==> src/rtl/lsu_rmw.sv <==
// RV64 load/store unit for a 64-bit doubleword memory. Sub-doubleword stores
// are done as read-modify-write, and load data is sign- or zero-extended.
module lsu_rmw #(
  parameter int unsigned MEM_DEPTH_LOG2 = 8
) (
  input  logic        clk,
  input  logic        reset,
  input  logic        req_valid,
  output logic        req_ready,
  input  logic        req_write,
  input  logic [2:0]  req_funct3,
  input  logic [63:0] req_addr,
  input  logic [63:0] req_wdata,
  output logic        resp_valid,
  output logic [63:0] resp_rdata,
  output logic        resp_error,
  output logic [63:0] mem_address,
  output logic [63:0] mem_write_data,
  output logic        mem_write,
  output logic        mem_read,
  input  logic [63:0] mem_read_data
);

  localparam int unsigned AW = MEM_DEPTH_LOG2 + 3;

  typedef enum logic [1:0] {IDLE, READ, WRITE, RESP} state_t;

  state_t        state_q, state_d;
  logic          wr_q, wr_d;
  logic [2:0]    f3_q, f3_d;
  logic [AW-1:0] addr_q, addr_d;
  logic [63:0]   wdata_q, wdata_d;
  logic [63:0]   old_q, old_d;
  logic [63:0]   rdata_q, rdata_d;
  logic          err_q, err_d;

  logic          misalign;
  logic          illegal;
  logic [7:0]    lane_mask;
  logic [63:0]   wdata_sh;
  logic [63:0]   merged;

  function automatic logic [63:0] load_ext(input logic [63:0] dw,
                                           input logic [2:0]  f3,
                                           input logic [2:0]  off);
    logic [63:0] sh;
    logic [63:0] res;
    sh = dw >> {off, 3'b000};
    case (f3[1:0])
      2'd0:    res = f3[2] ? {56'b0, sh[7:0]}  : {{56{sh[7]}},  sh[7:0]};
      2'd1:    res = f3[2] ? {48'b0, sh[15:0]} : {{48{sh[15]}}, sh[15:0]};
      2'd2:    res = f3[2] ? {32'b0, sh[31:0]} : {{32{sh[31]}}, sh[31:0]};
      default: res = sh;
    endcase
    return res;
  endfunction

  always_comb begin
    case (req_funct3[1:0])
      2'd0:    misalign = 1'b0;
      2'd1:    misalign = req_addr[0];
      2'd2:    misalign = |req_addr[1:0];
      default: misalign = |req_addr[2:0];
    endcase
    illegal = misalign | (|req_addr[63:AW]) |
              (req_write ? req_funct3[2] : (req_funct3 == 3'b111));
  end

  // SD uses the same merge path with all eight lanes selected.
  always_comb begin
    case (f3_q[1:0])
      2'd0:    lane_mask = 8'h01 << addr_q[2:0];
      2'd1:    lane_mask = 8'h03 << addr_q[2:0];
      2'd2:    lane_mask = 8'h0F << addr_q[2:0];
      default: lane_mask = 8'hFF;
    endcase
    wdata_sh = wdata_q << {addr_q[2:0], 3'b000};
    merged   = old_q;
    for (int unsigned i = 0; i < 8; i++) begin
      if (lane_mask[i]) merged[i*8 +: 8] = wdata_sh[i*8 +: 8];
    end
  end

  always_comb begin
    state_d = state_q;
    wr_d    = wr_q;
    f3_d    = f3_q;
    addr_d  = addr_q;
    wdata_d = wdata_q;
    old_d   = old_q;
    rdata_d = rdata_q;
    err_d   = err_q;
    case (state_q)
      IDLE: begin
        if (req_valid) begin
          wr_d    = req_write;
          f3_d    = req_funct3;
          addr_d  = req_addr[AW-1:0];
          wdata_d = req_wdata;
          if (illegal) begin
            state_d = RESP;
            rdata_d = '0;
            err_d   = 1'b1;
          end else if (req_write && (req_funct3[1:0] == 2'd3)) begin
            state_d = WRITE;
          end else begin
            state_d = READ;
          end
        end
      end
      READ: begin
        old_d = mem_read_data;
        if (wr_q) begin
          state_d = WRITE;
        end else begin
          state_d = RESP;
          rdata_d = load_ext(mem_read_data, f3_q, addr_q[2:0]);
          err_d   = 1'b0;
        end
      end
      WRITE: begin
        state_d = RESP;
        rdata_d = '0;
        err_d   = 1'b0;
      end
      default: state_d = IDLE;
    endcase
  end

  always_ff @(posedge clk or posedge reset) begin
    if (reset) begin
      state_q <= IDLE;
      wr_q    <= 1'b0;
      f3_q    <= '0;
      addr_q  <= '0;
      wdata_q <= '0;
      old_q   <= '0;
      rdata_q <= '0;
      err_q   <= 1'b0;
    end else begin
      state_q <= state_d;
      wr_q    <= wr_d;
      f3_q    <= f3_d;
      addr_q  <= addr_d;
      wdata_q <= wdata_d;
      old_q   <= old_d;
      rdata_q <= rdata_d;
      err_q   <= err_d;
    end
  end

  always_comb begin
    req_ready      = (state_q == IDLE);
    resp_valid     = (state_q == RESP);
    mem_read       = (state_q == READ);
    mem_write      = (state_q == WRITE);
    mem_address    = (mem_read || mem_write) ?
                     {{(64-MEM_DEPTH_LOG2){1'b0}}, addr_q[AW-1:3]} : '0;
    mem_write_data = mem_write ? merged : '0;
    resp_rdata     = rdata_q;
    resp_error     = err_q;
  end

endmodule

==> config.mk <==
export PLATFORM = sky130hd
export DESIGN_NAME = lsu_rmw
export DESIGN_NICKNAME = d
export VERILOG_FILES = /design/src/rtl/lsu_rmw.sv
export SDC_FILE = /design/constraint.sdc
export NUM_CORES = 1
export LEC_CHECK = 0
export CORE_UTILIZATION = 48
export CTS_CLUSTER_DIAMETER = 60
export DETAILED_ROUTE_END_ITERATION = 10
export PLACE_DENSITY = 0.81
export SLEW_MARGIN = 0
export SYNTH_ARGS = -nofsm -noshare
export SYNTH_HDL_FRONTEND = slang
export SYNTH_SLANG_ARGS = --single-unit
==> constraint.sdc <==
create_clock -name clk -period 8.4 [get_ports clk]
set_clock_uncertainty 0.2 [all_clocks]
set_input_delay 1.68 -clock clk [delete_from_list [all_inputs] [get_ports clk]]
set_output_delay 1.68 -clock clk [all_outputs]
set_load 0.02 [all_outputs]
==> impl_metrics.ini <==
[sta]
worstMarginPinSlew_ns = 1.26
rsz0062_at_grt = no
min_period_ns = 6.16
setup_tns_ns = 0
worst_slack_ns = 2.24
fin_crit_sh = 0.733
finalMaxSlewViolations = 0
fmax_ghz = 0.162
finalSetupViolations = 0
maxSlewHeadroom = 0.160
hold_viol = 0

[cts]
cts_made_buffers = 24
cts_buffer_depth = 3
hold_buffers = 0
cts_sinks = 210
clock_latency_ns = 0.52
cts_setup_buffers = 0
cts_resized = 0
cts_tree = done
htree_levels = 1
clkSlewWorstSetupHoldPaths_ns = 0.06
ctsRootBufferMaster = clkbuf_16

[synth]
ys_ff_latch = 210
synth-compound-area-share = 0.173
synthSimpleGateAreaFrac = 0.113
synth_warnings = 0
synth_cell_types = 63
syn_area_sq_um = 13300
synth_edf_count = 0
synth_mux_area_frac = 0.227
ys_async_sr_fraction = 1.00
yosys.area.top_type_share = 0.395
synth_top_family_by_area = multiplexers
avgSynthCellArea_sq_um = 10.2
synthXorXnorAreaFrac = 0
synth_largest_area_cell = dfrtp_1
synth_area_leaders = dfrtp_1, mux2_2, mux2i_1
synth-adder-area-share = 0.00845
synth_cells = 1311
yosysSeqAreaShare = 0.395
yosys_most_used_dff = dfrtp_1

[power]
p_leak_nw = 7.38
finalPower_mw = 7.75
power_density_nw_per_um2 = 447
irDropWorstVdd_v = 0.000233

[drt]
via_count = 11951
detail_route.wl_per_cell_um = 24.5
route.detailed.drc = 0
ant_nets = 0
routed_wl_um = 48300
drtPass1Iterations = 7
first_iter_violations = 1343
viasPerCell = 6.06

[setup_path]
arrival_ns = 4.28
path_max_fanout = 55
timing.critical_path.from_type = register
endpoint_kind = output pin
worstRegToRegCells = 7
required_ns = 6.52
worstSetupPathType = reg2out

[global_route]
grt_pass1_wl_um = 72100
grt-ovfl-total = 0
antenna_found_initial = 0
grt_usage = 0.337
grt_pass1_vias = 11335
grt_max_degree = 104

[finish]
area_delta_synth_final_pct = 30.1
diodes = 0
drive_gt1_frac = 0.153
final_nets = 1792
fin_area_sq_um = 17300

[floorplanning]
fp.dieH_um = 169
core-area_sq_um = 27100
die-area_sq_um = 28400
ios = 396
num_rows = 60
die_w_um = 169
initial_core_util = 0.491

[min_path]
hold_path.class = reg2reg
worstHoldPathCells = 1

[place]
hpwl_um = 36000
io_buffers = 339
place_area_sq_um = 16500
gp_congestion = 0.980
place_ws_ns = 2.93

[outcome]
status = finished clean

[job]
drv_cap = 0
synth_stat cells (21+ instances only):
master / n
nor2_1: 67
dfrtp_1: 210
nand2_1: 109
a21oi_1: 98
buf_2: 26
mux2i_1: 91
inv_1: 21
clkbuf_1: 39
a22o_1: 45
o211a_1: 26
nor2b_1: 54
o21ai_0: 58
buf_4: 68
mux2_2: 152
area by class of cell:
cell class	instances	area, sq um
multi-input cells	974	7190
clock buffers	32	692
fillers	2201	9770
clock inverters	9	141
well taps	372	465
flip-flops and latches	210	5260
repair buffers	352	3490
inverters	22	90.1
sequential cells by signal, indices dropped and copies added, names as in the netlist:
signal and count:
old_q 64, resp_rdata 64, wdata_q 64, addr_q 11
f3_q 3, state_q 2, resp_error 1, wr_q 1
per-stage QoR:
step | cells | utilization | hold WS, ns
final | 1971 | 0.640 | 0.293
after global routing | 1971 | 0.640 | 0.304
after CTS | 1971 | 0.640 | 0.291
after detailed placement | 1930 | 0.609 | 0.278
after global placement | 1930 | 0.609 | 0.275
after floorplan | 1366 | - | 0.271
path summary, 6_finish.rpt:
kind | start | endpoint | slack [ns]
worst max-delay path | addr_q[1] | mem_write_data[41] | 2.24
worst min register to register | resp_rdata[6] | resp_rdata[6] | 0.29
worst max register to register | addr_q[0] | resp_rdata[62] | 3.92
worst min-delay path | resp_rdata[6] | resp_rdata[6] | 0.29
min in group asynchronous | reset | old_q[29] | 1.39
max in group asynchronous | reset | addr_q[1] | 5.10
cells in the final DEF, fill, tap and decap left out, types with 4 or more instances in the layout:
| cell type | count |
|---|---|
| a211oi_1 | 17 |
| a21oi_1 | 98 |
| a22o_1 | 45 |
| a22oi_1 | 12 |
| a31oi_1 | 13 |
| and2_1 | 17 |
| buf_4 | 13 |
| clkbuf_16 | 25 |
| clkbuf_8 | 4 |
| clkdlybuf4s50_1 | 339 |
| conb_1 | 56 |
| dfrtp_1 | 207 |
| ha_1 | 6 |
| inv_1 | 20 |
| inv_6 | 4 |
| mux2_2 | 152 |
| mux2i_1 | 91 |
| mux4_2 | 18 |
| nand2_1 | 108 |
| nand3_1 | 8 |
| nand4_1 | 4 |
| nor2_1 | 67 |
| nor2b_1 | 54 |
| nor3_1 | 17 |
| nor3b_1 | 9 |
| nor4_1 | 12 |
| o211a_1 | 26 |
| o211ai_1 | 8 |
| o21ai_0 | 58 |
| o221ai_1 | 8 |
| o2bb2ai_1 | 12 |
| o311ai_0 | 12 |
worst max-delay path: stages (launching register included):
cell             delay (ns)
dfrtp_4                0.76
inv_1                  0.34
nand2_1                0.48
o21ai_1                1.03
o221ai_1               0.31
o211a_1                0.21
clkdlybuf4s50_1        0.61
metal layers:
| layer | vias to the layer above | wire, um | track usage |
|---|---|---|---|
| li1 | 5234 | - | - |
| met1 | 5850 | 20500 | 0.479 |
| met2 | 738 | 21400 | 0.508 |
| met3 | 129 | 4360 | 0.0596 |
| met4 | 0 | 2130 | 0.138 |
| met5 | - | 0 | 0 |
kinds of logic after synthesis:
logic type	count (synthesis)
multiplexers	261
flip-flops	210
AO/OA/AOI/OAI	336
AND/OR/NAND/NOR	312
other	1
buffers and inverters	182
adder cells (fa/ha/maj)	9
report_power, final:
part | internal [mW] | leakage [nW] | switching, mW
clock | 0.675 | 0.411 | 0.439
sequential | 1.49 | 2.60 | 0.548
combinational | 2.00 | 4.36 | 2.60
total | 4.17 | 7.38 | 3.58
Power figures use the tool's default switching activity.
